## config.mk

```make
export PLATFORM = sky130hd
export DESIGN_NAME = effect_stream_scheduler
export DESIGN_NICKNAME = d
export VERILOG_FILES = /design/src/rtl/effect_pkg.sv /design/src/rtl/effect_stream_scheduler_watchdog.sv /design/src/rtl/effect_stream_scheduler.sv
export SDC_FILE = /design/constraint.sdc
export NUM_CORES = 1
export LEC_CHECK = 0
export ABC_AREA = 1
export CORE_MARGIN = 1.5
export CORE_UTILIZATION = 45
export DETAILED_ROUTE_END_ITERATION = 10
export GPL_ROUTABILITY_DRIVEN = 0
export PLACE_DENSITY = 0.76
export SETUP_SLACK_MARGIN = 0.15
export SYNTH_ARGS = -nofsm -noshare
export SYNTH_HDL_FRONTEND = slang
export SYNTH_SLANG_ARGS = --single-unit
```

## constraint.sdc

```tcl
create_clock -name clk -period 5.45 [get_ports clk]
set_clock_uncertainty 0.05 [all_clocks]
set_input_delay 1.09 -clock clk [delete_from_list [all_inputs] [get_ports clk]]
set_output_delay 1.09 -clock clk [all_outputs]
set_load 0.02 [all_outputs]
```

## src/rtl/effect_pkg.sv

```systemverilog
// Shared definitions for the effect data path.
//   sched_state_e   : scheduler state encoding
//   ch_id_width()   : channel-tag width, never narrower than one bit
//   narrow_sample() : audio width -> effect width (keep upper bits, truncate)
//   widen_sample()  : effect width -> audio width (zero-fill low bits)
// The sample helpers work on a fixed 64-bit container so that the
// scheduler and the two-channel controller can share them for any widths
// up to 64 bits; callers size-cast the result to their own width.
package effect_pkg;

  typedef enum logic [2:0] {
    IDLE = 3'd0,
    SCAN = 3'd1,
    SEND = 3'd2,
    WAIT = 3'd3,
    DONE = 3'd4
  } sched_state_e;

  localparam int SAMPLE_MAX_W = 64;

  function automatic int ch_id_width(input int n_ch);
    return (n_ch > 1) ? $clog2(n_ch) : 1;
  endfunction

  function automatic logic [SAMPLE_MAX_W-1:0] narrow_sample(
    input logic [SAMPLE_MAX_W-1:0] s,
    input int                      d_w,
    input int                      e_w
  );
    return s >> (d_w - e_w);
  endfunction

  function automatic logic [SAMPLE_MAX_W-1:0] widen_sample(
    input logic [SAMPLE_MAX_W-1:0] s,
    input int                      d_w,
    input int                      e_w
  );
    return s << (d_w - e_w);
  endfunction

endpackage

```

## src/rtl/effect_stream_scheduler_watchdog.sv

```systemverilog
// effect_watchdog_timer: response watchdog for the stream scheduler.
//   clk, reset_n : system clock / async active-low reset
//   clear        : arm the timer for a fresh wait (a transfer just happened)
//   enable       : the scheduler is waiting for an effect result
//   expire       : high in the TIMEOUT-th enabled cycle after clear
// Implemented as a down-counter: clear loads TIMEOUT-1, every enabled cycle
// decrements, and terminal count zero while enabled is the expiry.
module effect_watchdog_timer #(
  parameter int TIMEOUT = 1024
) (
  input  logic clk,
  input  logic reset_n,
  input  logic clear,
  input  logic enable,
  output logic expire
);

  localparam int TW = $clog2(TIMEOUT);

  logic [TW-1:0] cnt_q, cnt_d;

  always_comb begin
    cnt_d = cnt_q;
    if (clear) begin
      cnt_d = TW'(TIMEOUT - 1);
    end else if (enable && (cnt_q != '0)) begin
      cnt_d = cnt_q - TW'(1);
    end
  end

  always_ff @(posedge clk or negedge reset_n) begin
    if (!reset_n) begin
      cnt_q <= '0;
    end else begin
      cnt_q <= cnt_d;
    end
  end

  assign expire = enable && (cnt_q == '0);

endmodule

```

## src/rtl/effect_stream_scheduler.sv

```systemverilog
// effect_stream_scheduler: takes one I2S frame of N_CH samples, streams the
// non-bypassed channels one by one to the shared effect module and gathers
// the results back into an output frame.
//   i_frame_data/valid/i_bypass : received frame, strobe, per-channel bypass
//   o_data_to_eff/o_ch_id/o_data_valid, i_read_enable : stream to effect
//   i_data_from_eff/i_dv_from_eff : processed sample back from effect
//   o_frame_data/o_frame_valid  : frame to transmit (data held until next)
//   o_busy, o_timeout, o_overrun : status (timeout/overrun are 1-cycle pulses)
//
// state | meaning
// IDLE  | waiting for a frame strobe
// SCAN  | pick the next channel: copy bypassed ones, finish after the last
// SEND  | offer in_buf[ch] to the effect module until it is accepted
// WAIT  | wait for the effect result or watchdog expiry
// DONE  | publish out_buf as the output frame
module effect_stream_scheduler
  import effect_pkg::*;
#(
  parameter  int N_CH    = 2,
  parameter  int D_WIDTH = 24,
  parameter  int E_WIDTH = 16,
  parameter  int TIMEOUT = 1024,
  localparam int CH_W    = ch_id_width(N_CH)
) (
  input  logic                    clk,
  input  logic                    reset_n,
  input  logic [N_CH*D_WIDTH-1:0] i_frame_data,
  input  logic                    i_frame_valid,
  input  logic [N_CH-1:0]         i_bypass,
  output logic [E_WIDTH-1:0]      o_data_to_eff,
  output logic [CH_W-1:0]         o_ch_id,
  output logic                    o_data_valid,
  input  logic                    i_read_enable,
  input  logic [E_WIDTH-1:0]      i_data_from_eff,
  input  logic                    i_dv_from_eff,
  output logic [N_CH*D_WIDTH-1:0] o_frame_data,
  output logic                    o_frame_valid,
  output logic                    o_busy,
  output logic                    o_timeout,
  output logic                    o_overrun
);

  // ch has to be able to hold N_CH itself, the "all channels done" marker.
  localparam int CNT_W = $clog2(N_CH + 1);

  sched_state_e                     state_q, state_d;
  logic [CNT_W-1:0]                 ch_q, ch_d;
  logic [N_CH-1:0]                  byp_q, byp_d;
  logic [N_CH-1:0][D_WIDTH-1:0]     in_buf_q, in_buf_d;
  logic [N_CH-1:0][D_WIDTH-1:0]     out_buf_q, out_buf_d;
  logic [N_CH-1:0][D_WIDTH-1:0]     frame_data_q, frame_data_d;
  logic                             frame_valid_q, frame_valid_d;

  logic [CH_W-1:0]    ch_idx;
  logic               tmr_clear;
  logic               tmr_enable;
  logic               tmr_expire;
  logic               timeout_pulse;
  logic [D_WIDTH-1:0] eff_widened;

  assign ch_idx      = ch_q[CH_W-1:0];
  assign tmr_enable  = (state_q == WAIT);
  assign eff_widened = D_WIDTH'(widen_sample(SAMPLE_MAX_W'(i_data_from_eff),
                                             D_WIDTH, E_WIDTH));

  effect_watchdog_timer #(
    .TIMEOUT (TIMEOUT)
  ) u_watchdog (
    .clk     (clk),
    .reset_n (reset_n),
    .clear   (tmr_clear),
    .enable  (tmr_enable),
    .expire  (tmr_expire)
  );

  always_comb begin
    state_d       = state_q;
    ch_d          = ch_q;
    byp_d         = byp_q;
    in_buf_d      = in_buf_q;
    out_buf_d     = out_buf_q;
    frame_data_d  = frame_data_q;
    frame_valid_d = 1'b0;
    tmr_clear     = 1'b0;
    timeout_pulse = 1'b0;

    case (state_q)
      IDLE: begin
        if (i_frame_valid) begin
          in_buf_d = i_frame_data;
          byp_d    = i_bypass;
          ch_d     = '0;
          state_d  = SCAN;
        end
      end

      SCAN: begin
        if (ch_q == CNT_W'(N_CH)) begin
          state_d = DONE;
        end else if (byp_q[ch_idx]) begin
          out_buf_d[ch_idx] = in_buf_q[ch_idx];
          ch_d              = ch_q + CNT_W'(1);
        end else begin
          state_d = SEND;
        end
      end

      SEND: begin
        if (i_read_enable) begin
          tmr_clear = 1'b1;
          state_d   = WAIT;
        end
      end

      WAIT: begin
        // A result arriving in the expiry cycle still wins over the watchdog.
        if (i_dv_from_eff) begin
          out_buf_d[ch_idx] = eff_widened;
          ch_d              = ch_q + CNT_W'(1);
          state_d           = SCAN;
        end else if (tmr_expire) begin
          out_buf_d[ch_idx] = in_buf_q[ch_idx];
          timeout_pulse     = 1'b1;
          ch_d              = ch_q + CNT_W'(1);
          state_d           = SCAN;
        end
      end

      DONE: begin
        frame_data_d  = out_buf_q;
        frame_valid_d = 1'b1;
        state_d       = IDLE;
      end

      default: begin
        state_d = IDLE;
      end
    endcase
  end

  always_ff @(posedge clk or negedge reset_n) begin
    if (!reset_n) begin
      state_q       <= IDLE;
      ch_q          <= '0;
      byp_q         <= '0;
      in_buf_q      <= '0;
      out_buf_q     <= '0;
      frame_data_q  <= '0;
      frame_valid_q <= 1'b0;
    end else begin
      state_q       <= state_d;
      ch_q          <= ch_d;
      byp_q         <= byp_d;
      in_buf_q      <= in_buf_d;
      out_buf_q     <= out_buf_d;
      frame_data_q  <= frame_data_d;
      frame_valid_q <= frame_valid_d;
    end
  end

  // Stream outputs are forced to zero outside SEND so the bus is quiet
  // (and zero during reset) whenever no sample is being offered.
  assign o_data_valid  = (state_q == SEND);
  assign o_data_to_eff = o_data_valid
                         ? E_WIDTH'(narrow_sample(SAMPLE_MAX_W'(in_buf_q[ch_idx]),
                                                  D_WIDTH, E_WIDTH))
                         : '0;
  assign o_ch_id       = o_data_valid ? ch_idx : '0;

  assign o_frame_data  = frame_data_q;
  assign o_frame_valid = frame_valid_q;
  assign o_busy        = (state_q != IDLE);
  assign o_timeout     = timeout_pulse;
  assign o_overrun     = i_frame_valid && (state_q != IDLE);

endmodule

```

# Word-level counts from Yosys, hierarchy flattened

Cells that the tools add are included.

Bits in registers: 162
Bits of input ports: 71
Output and inout port bits: 70
Word-level logic and storage cells: 77

Add/sub/neg operators: 2
$lt $le $gt $ge: 2
Equal/unequal tests: 11
Mux-type cells: 36
Reduce and logical (&&, ||, !) cells: 15

Operator list:

| kind                  | count |
|---|---|
| $mux 48               | 4 |
| $bwmux 48             | 2 |
| $pmux 48 s2           | 1 |
| $mux 24               | 3 |
| $demux 24 s1          | 1 |
| $mux 10               | 2 |
| $mux 3                | 6 |
| $mux 16               | 1 |
| $pmux 3 s4            | 1 |
| $logic_not 10->1      | 1 |
| $mux 2                | 5 |
| $reduce_bool 10->1    | 1 |
| $sub 10x1->10 const B | 1 |
| $mux 1                | 9 |
| $reduce_and 4->1      | 2 |
| $eq 3x2->1 const B    | 2 |
| $ne 2x2->1 const B    | 3 |
| $ne 3x3->1 const B    | 2 |
| $pmux 2 s3            | 1 |
| $reduce_bool 3->1     | 2 |
| $reduce_and 5->1      | 1 |
| $logic_and 1x1->1     | 4 |
| $reduce_bool 2->1     | 2 |
| $eq 3x1->1 const B    | 1 |
| other kinds (8)       | 8 |

# Depth between registers and ports, before layout

Gate-level depths: netlist of the first run.

Depth in word-level cells: 8
Mapped depth: 12
Depth with buffers taken out: 10

# Cells and area by module

A second synthesis of the first run with hierarchy kept.

Cells, all modules: 942
Area, all modules: 7741.2 µm²

By module, submodules not included:

| module                  | instances | cells each | area each (µm²) | sequential area each (µm²) |
|---|---|---|---|---|
| effect_stream_scheduler | 1         | 841        | 7046.8          | 3803.6 |
| effect_watchdog_timer   | 1         | 101        | 694.4           | 250.2 |

# Worst setup path after synthesis of the first run

Ideal clock, no wire load.

Kind: reg2out
Start: reg state_q[0]
End: out o_data_to_eff[10]
Arrival time: 2077 ps
Data required time: 4310 ps
Slack: 2233 ps
Cell stages (with the launch flop): 5
Path through: dfrtp_1 -> nor3_1 -> clkinv_1 -> buf_2 -> a21oi_1

Longest elaborated chain between the ends: 2

RTL lines:

| element                | line                           | text |
|---|---|---|
| from (decl)            | effect_stream_scheduler.sv:46  | `sched_state_e state_q, state_d;` |
| from (signal assigned) | effect_stream_scheduler.sv:151 | `state_q <= state_d;` |
| $eq 3x2->1             | effect_stream_scheduler.sv:163 | `assign o_data_valid = (state_q == SEND);` |
| net o_data_valid       | effect_stream_scheduler.sv:32  | `output logic o_data_valid,` |
| $mux 16                | effect_stream_scheduler.sv:165 | `? E_WIDTH'(narrow_sample(SAMPLE_MAX_W'(in_buf_q[ch_idx]),` |
| to (decl)              | effect_stream_scheduler.sv:30  | `output logic [E_WIDTH-1:0] o_data_to_eff,` |

The timed path passes the listed nets, and every way through them passes these cells.

# Worst setup path in the final report of the first run

Start: reg state_q[0]
End: out o_data_to_eff[4]

Longest elaborated chain between the ends: 2

RTL lines:

| element    | line |
|---|---|
| $eq 3x2->1 | effect_stream_scheduler.sv:163 |
| $mux 16    | effect_stream_scheduler.sv:165 |

No other way between the ends.

==> metrics, run 1 <==
initial antenna violation count 0; VDD IR-drop max 345.1 µV; TritonCTS clock tree yes; initial DRC count 640; routed length per instance 15.31 µm; worst-margin pin slew roughly 1.0 ns; Setup Viol. Count Final 0; Ports roughly 140; Inserted Clock Buffers 17; ratio of cells with drive above 1 in the final layout 4.872%; Tcrit/Tclk final between 70% and 80%; # Max-Cap Violations 0; total power 5.694 mW; Layout Nets 1189; Setup WS pre-CTS ~1.6 ns; number of global-route vias before repair 6565; Max clock buf depth 2; worst skew pair latency 0.43 ns; Leak 4.976 nW; final setup margin 1.436 ns; Multi-input gate area 3094 µm²; die area 17890 µm²; CP arrival 2.87 ns; Final Core Density 58.90%; critical path class flop to output port; Antenna Nets Post-Route 0; most common cell after layout, fill and taps aside nand2_1; DR vias/cell 5.215; filler instances about 1.5k; Placed Area 9194 µm²; Ys Warns 0; register area share after synthesis 52.69%; Vias 7035; Synthesized Nets about 1.1k; Synth Cell Area 7694 µm²; synthesized flop and latch total ~160; Fmax between 200 and 250 MHz; CP Capture Type output port; design area 9802 µm²; number of gates resized after CTS 0; minimum clock period 4.014 ns; row count 47; flip-flop and latch area 4054 µm²; Die Y-Extent 133.8 µm; CTS sink cnt ~160; HPWL after DPL 14070 µm; gr ovfl total 0; worst-path fanout max 18; I/O Buffers 140; Initial Util between 40% and 50%; critical path startpoint category flop; most frequent cells in the layout 482 x nand2_1, 162 x dfrtp_1, 139 x clkdlybuf4s50_1, 83 x nand4_1, 74 x o21ai_0; drt total wl 20660 µm; final hold viol count 0; Overall Global Routing Usage 24.27%; Critical Path RT 4.31 ns; unrepaired setup endpoints after global routing no; CORE AREA between 15000 and 20000 µm²; CTS clk-pin slew, worst paths approximately 0.060 ns; Max Slew Vio Count 0; Syn Inst Count 1007; Syn Area/Cell 7.640 µm²; synth unique cells 26; Area Growth Syn to Fin 27.40%; Root Driver clkbuf_16; hold buffers post-CTS 0; H-tree level count 4; Inserted Diodes 0; status finished clean; largest net degree at the start of global routing 94; Post-Route Setup TNS 0 ns; Initial DRT Pass Iterations 6; P per Cell Area 580.9 nW/µm²; Die Span X between 100 and 150 µm; first-pass GRT wire length 34010 µm; post-CTS setup buffer count 0; DRC Markers 0; Worst Hold Class flop to flop; Slew headroom 30.42%
==> synthesized netlist by cell type <==
library cell / n / area (µm²)
a21oi_1: 17 / 85.08
a21oi_4: 1 / 16.27
buf_1: 5 / 18.77
buf_2: 21 / 105.1
buf_4: 1 / 7.510
buf_6: 1 / 11.26
clkbuf_1: 34 / 127.6
clkinv_1: 2 / 7.510
dfrtp_1: 162 / 4054
ha_1: 2 / 25.02
inv_1: 70 / 262.8
inv_2: 2 / 7.510
nand2_1: 483 / 1813
nand2_2: 1 / 6.260
nand3_1: 19 / 95.09
nand3_2: 2 / 20.02
nand3_4: 1 / 17.52
nand3b_1: 1 / 7.510
nand4_1: 83 / 519.3
nor2_1: 17 / 63.81
nor2_2: 1 / 6.260
nor3_1: 4 / 20.02
nor3_2: 1 / 10.01
o211ai_1: 1 / 7.510
o21ai_0: 74 / 370.4
xnor2_1: 1 / 8.760
==> cells by family after synthesis <==
kind of cell / count (synthesis) / synth area share [%]
AND/OR/NAND/NOR: 613 / 33.52
flip-flops: 162 / 52.69
buffers and inverters: 136 / 7.123
AO/OA/AOI/OAI: 93 / 6.229
adder cells (fa/ha/maj): 2 / 0.3252
XOR/XNOR: 1 / 0.1139
==> path summary, 6_finish.rpt <==
check / start / end / slack [ns] / depth (start not counted)
max in group asynchronous: reset_n / out_buf_q[46]$_DFFE_PN0P_ / 3.61 / 2
min reg2reg: out_buf_q[2]$_DFFE_PN0P_ / out_buf_q[2]$_DFFE_PN0P_ / 0.42 / 2
min: out_buf_q[2]$_DFFE_PN0P_ / out_buf_q[2]$_DFFE_PN0P_ / 0.42 / 2
max: state_q[0]$_DFFE_PN0P_ / o_data_to_eff[4] / 1.44 / 4
min in group asynchronous: reset_n / in_buf_q[16]$_DFFE_PN0P_ / 0.66 / 1
max reg2reg: ch_q[0]$_DFFE_PN0P_ / out_buf_q[21]$_DFFE_PN0P_ / 2.25 / 8
==> worst max-delay path, stage by stage (launching register included) <==
cell             delay (ns)
dfrtp_1                0.43
nor3_1                 0.43
clkinv_1               0.57
a21oi_1                0.36
clkdlybuf4s50_1        0.66
==> flip-flops by register name, summed over array words and instances, names as in the netlist <==
| register | count |
|---|---|
| o_frame_valid | 1 |
| o_frame_data | 48 |
| u_watchdog.cnt_q | 10 |
| byp_q | 2 |
| out_buf_q | 48 |
| in_buf_q | 48 |
| ch_q | 2 |
| state_q | 3 |
==> area by class of cell <==
cell class	instances	area share, %
Clock inverter	11	1.302
Timing Repair Buffer	152	15.23
Tap cell	220	2.808
Sequential cell	162	41.36
Multi-Input combinational cell	709	31.57
Clock buffer	21	4.902
Inverter	74	2.834
==> stage by stage <==
step | cells | hold slack (ns)
4_1_cts | 1349 | 0.4243
5_1_grt | 1349 | 0.4427
3_5_place_dp | 1317 | 0.4085
2_1_floorplan | 1007 | 0.3922
3_3_place_gp | 1317 | 0.4061
6_report | 1349 | 0.4202
==> power breakdown <==
| part | internal (mW) | total [mW] | switching (mW) |
|---|---|---|---|
| Combinational | 0.877 | 2.51 | 1.63 |
| Sequential | 1.69 | 1.97 | 0.279 |
| Clock | 0.725 | 1.22 | 0.490 |
| Total | 3.30 | 5.69 | 2.40 |
==> metal layers <==
metal / part of all wire (%) / wire length (µm) / GRT usage [%]
met1: 44 / 9191 / 34.46
met2: 45 / 9287 / 36.25
met3: 7.3 / 1516 / 5.365
met4: 3.2 / 660 / 9.481
met5: 0 / 0 / 0
Power figures use the tool's default switching activity.
==> run 2, diff against run 1 <==
Clock period 5.45 ns to 4.1 ns, I/O delays scaled along.
==> metrics, run 2 (same netlist as run 1, synthesis figures left out) <==
unrepaired setup endpoints after global routing no; worst skew pair latency 0.42 ns; post-CTS setup buffer count 0; design area just under 10000 µm²; TritonCTS clock tree yes; die area 17890 µm²; Worst Hold Class input port to asynchronous set/reset pin; Overall Global Routing Usage 23.74%; status finished clean; gr ovfl total 0; VDD IR-drop max 374.6 µV; # Max-Cap Violations 0; worst-path fanout max 36; Area Growth Syn to Fin 27.97%; HPWL after DPL 14570 µm; critical path class flop to output port; Initial DRT Pass Iterations 4; Vias between 6k and 7k; row count 47; Fmax 283.4 MHz; Max Slew Vio Count 0; hold buffers post-CTS 0; worst-margin pin slew 0.8192 ns; Inserted Clock Buffers 17; Die Span X 133.8 µm; Tcrit/Tclk final 86.06%; P per Cell Area 773.8 nW/µm²; first-pass GRT wire length 33120 µm; Initial Util a little under half; most common cell after layout, fill and taps aside nand2_1; CP Capture Type output port; initial antenna violation count 1; ratio of cells with drive above 1 in the final layout 5.031%; CORE AREA between 15000 and 20000 µm²; Post-Route Setup TNS 0 ns; number of global-route vias before repair 6316; critical path startpoint category flop; filler instances 1529; Root Driver clkbuf_16; H-tree level count 4; DRC Markers 0; minimum clock period 3.529 ns; Placed Area 9224 µm²; initial DRC count between 600 and 700; CP arrival around 2.7 ns; Critical Path RT 3.23 ns; routed length per instance 15.32 µm; placed cells 1321; most frequent cells in the layout 482 x nand2_1, 162 x dfrtp_1, 139 x clkdlybuf4s50_1, 83 x nand4_1, 74 x o21ai_0; largest net degree at the start of global routing 75; Antenna Nets Post-Route 0; Max clock buf depth 2; Final Non-Filler Cells roughly 1.4k; CTS clk-pin slew, worst paths 0.06 ns; Ports 141; Layout Nets 1193; Die Y-Extent between 100 and 150 µm; drt total wl 20750 µm; Slew headroom 45.27%; internal reg-to-reg setup slack about 0.8 ns; Leak between 4 and 5 nW; Setup Viol. Count Final 0; CTS sink cnt 162; I/O Buffers 140; final hold viol count 0; DR vias/cell 5.153
[run 2: changes by cell type in the layout (fill, tap and decap cells not counted)]
cell	previous run	this run
diode_2	0	2
clkinvlp_4	3	4
inv_2	2	3
clkinv_2	2	1
clkbuf_1	0	3
clkinv_1	2	1
inv_6	1	0
buf_4	12	16
clkinv_4	3	0
bufinv_16	2	3
[run 2: timing repair]
action,CTS,global route
setup endpoints to repair,0,17
resized for setup,0,1
hold endpoints to repair,0,0
[run 2: layout make-up]
type                    instances  area, µm²  share of cell area [%]
flip-flops and latches        162       4054                   41.17
multi-input cells             709       3094                   31.43
clock inverters                 8      125.1                   1.271
inverters                      74      277.8                   2.821
repair buffers                156       1523                   15.47
well taps                     220      275.3                   2.796
clock buffers                  24      491.7                   4.994
diodes                          2      5.005                 0.05083
[run 2: critical path: stages (launching register included)]
cell and delay, ns:
dfrtp_1 0.58, inv_2 0.56, nand2_1 0.26, a21oi_1 0.20, clkdlybuf4s50_1 0.62
[run 2: worst paths after layout]
kind | from | cells after the start | to
max in group asynchronous | reset_n | 2 | o_frame_data[37]$_DFFE_PN0P_
worst min-delay path | reset_n | 1 | in_buf_q[20]$_DFFE_PN0P_
worst min register to register | out_buf_q[5]$_DFFE_PN0P_ | 2 | out_buf_q[5]$_DFFE_PN0P_
worst max register to register | ch_q[0]$_DFFE_PN0P_ | 8 | out_buf_q[22]$_DFFE_PN0P_
worst max-delay path | ch_q[0]$_DFFE_PN0P_ | 4 | o_data_to_eff[15]
min in group clk | out_buf_q[5]$_DFFE_PN0P_ | 2 | out_buf_q[5]$_DFFE_PN0P_
[run 2: metrics by stage]
stage | utilization, % | total power [mW] | setup slack, ns | hold WS (ns)
5_1_grt | 59.15 | 8.169 | 0.4512 | 0.4007
3_5_place_dp | 55.42 | 5.959 | 0.7805 | 0.4079
2_1_floorplan | - | 4.828 | 1.153 | 0.3922
6_report | 59.16 | 7.619 | 0.5714 | 0.3261
4_1_cts | 59.13 | 7.627 | 0.3188 | 0.3757
3_3_place_gp | 55.42 | 5.866 | 0.8753 | 0.4077
[run 2: routing by layer]
layer  vias to the layer above  part of all wire [%]  track usage, %
li1                       3439                     -               -
met1                      3259                    45           33.68
met2                       251                    46           35.65
met3                        33                   6.6           4.680
met4                         0                   2.6           9.964
met5                         -                     0               0
[run 2: report_power, final]
group / switching [mW] / total, mW / internal, mW
combinational: 2.14 / 3.32 / 1.17
sequential: 0.396 / 2.65 / 2.25
clock: 0.629 / 1.65 / 1.02
total: 3.17 / 7.62 / 4.45
==> run 3, diff against run 2 <==
Settings changed: SETUP_SLACK_MARGIN 0.15 to unset.
==> metrics, run 3 (same netlist as run 1, synthesis figures left out) <==
Root Driver clkbuf_16; CTS clk-pin slew, worst paths 0.06 ns; power share of the clock group between 20% and 30%; combinational power share 43.6%; row count 47; first-pass GRT wire length 33120 µm; hold buffers post-CTS 0; CORE AREA 16640 µm²; filler instances 1529; Seq pwr share 34.8%; final hold viol count 0; initial antenna violation count 1; worst skew pair latency 0.42 ns; Post-Route Setup TNS 0 ns; slowest CP cell clkdlybuf4s50_1; DRC Markers 0; Inserted Clock Buffers 17; Ports 141; Final Non-Filler Cells between 1k and 1.5k; Initial Util 46.23%; total power 7.620 mW; H-tree level count 4; Vias 6970; status finished clean; Tcrit/Tclk final 93.20%; critical path startpoint category flop; unrepaired setup endpoints after global routing no; Initial DRT Pass Iterations 4; Critical Path RT between 3 and 4 ns; Die Y-Extent roughly 130 µm; placed cells around 1.3k; Internal Pwr Total 4.449 mW; Final Core Density 59.16%; Max clock buf depth 2; worst-margin pin slew 0.8161 ns; CP Capture Type output port; CP arrival 2.95 ns; Setup WS pre-CTS 0.7805 ns; drt total wl roughly 21000 µm; ratio of cells with drive above 1 in the final layout 4.943%; Layout Nets 1193; initial DRC count 669; switching power 3.171 mW; Slew headroom 45.47%; TritonCTS clock tree yes; largest net degree at the start of global routing 75; Overall Global Routing Usage 23.74%; number of global-route vias before repair 6316; sw frac 41.62%; # Max-Cap Violations 0; number of gates resized after CTS 0; most common cell after layout, fill and taps aside nand2_1; Antenna Nets Post-Route 0; P per Cell Area around 770 nW/µm²; I/O Buffers 140; Die Span X 133.8 µm; design area 9846 µm²; Area Growth Syn to Fin 27.97%; HPWL after DPL 14570 µm; worst hold slack 0.3261 ns; cell breakdown of the critical path nor3_1 > clkinv_1 > a21oi_1 > clkdlybuf4s50_1; CTS sink cnt 162; gr ovfl total 0; worst-path fanout max 18; Slowest Stage Delay on Critical Path 0.65 ns; Worst Hold Class input port to asynchronous set/reset pin; most frequent cells in the layout 482 x nand2_1, 162 x dfrtp_1, 139 x clkdlybuf4s50_1, 83 x nand4_1, 74 x o21ai_0; routed length per instance 15.31 µm; Max Slew Vio Count 0; Placed Area 9224 µm²; Setup Viol. Count Final 0; die area 17890 µm²; minimum clock period 3.821 ns; Leak 4.992 nW; VDD IR-drop max 375.2 µV; Fmax 261.7 MHz; final setup margin 0.2786 ns; critical path class flop to output port; DR vias/cell 5.144; post-CTS setup buffer count 0
## run 3: changes by cell type in the layout (fill, tap and decap cells not counted), sizes merged
cell | before | now
clkinv | 2 | 3
inv | 73 | 72
## run 3: worst max-delay path, delay by kind of cell, from the launching register on
kind | cells | cell delay [ns]
flops | 1 | 0.44
simple gates | 1 | 0.48
compound gates | 1 | 0.32
buf+inv | 2 | 1.29
## run 3: final timing paths
check / cells past startpoint / endpoint / from / slack (ns)
setup / recovery: 4 / o_data_to_eff[9] / state_q[0]$_DFFE_PN0P_ / 0.28
hold reg to reg: 2 / out_buf_q[5]$_DFFE_PN0P_ / out_buf_q[5]$_DFFE_PN0P_ / 0.42
hold / removal: 1 / in_buf_q[20]$_DFFE_PN0P_ / reset_n / 0.33
setup reg to reg: 8 / out_buf_q[22]$_DFFE_PN0P_ / ch_q[0]$_DFFE_PN0P_ / 0.81
min in group clk: 2 / out_buf_q[5]$_DFFE_PN0P_ / out_buf_q[5]$_DFFE_PN0P_ / 0.42
max in group asynchronous: 2 / o_frame_data[37]$_DFFE_PN0P_ / reset_n / 2.84
## run 3: layer usage
layer / up-vias / GRT usage [%] / share of wire, %
met4: 0 / 9.964 / 2.6
met1: 3258 / 33.68 / 45
met3: 33 / 4.680 / 6.3
met2: 239 / 35.65 / 46
li1: 3440 / - / -
met5: - / 0 / 0
## run 3: power groups by stage
stage	clock network, mW	logic (mW)	registers (mW)
after floorplan	0	2.06	2.76
after global placement	0	3.22	2.65
after detailed placement	0	3.30	2.66
after CTS	1.67	3.31	2.64
after global routing	1.74	3.70	2.73
final	1.65	3.32	2.65
## run 3: area by class of cell
class | instances | area [µm²] | area share (%)
Tap cell | 220 | 275.3 | 2.796
Multi-Input combinational cell | 709 | 3094 | 31.43
Sequential cell | 162 | 4054 | 41.17
Clock buffer | 24 | 491.7 | 4.994
Inverter | 74 | 277.8 | 2.821
Clock inverter | 8 | 125.1 | 1.271
Timing Repair Buffer | 156 | 1523 | 15.47
Antenna cell | 2 | 5.005 | 0.05083
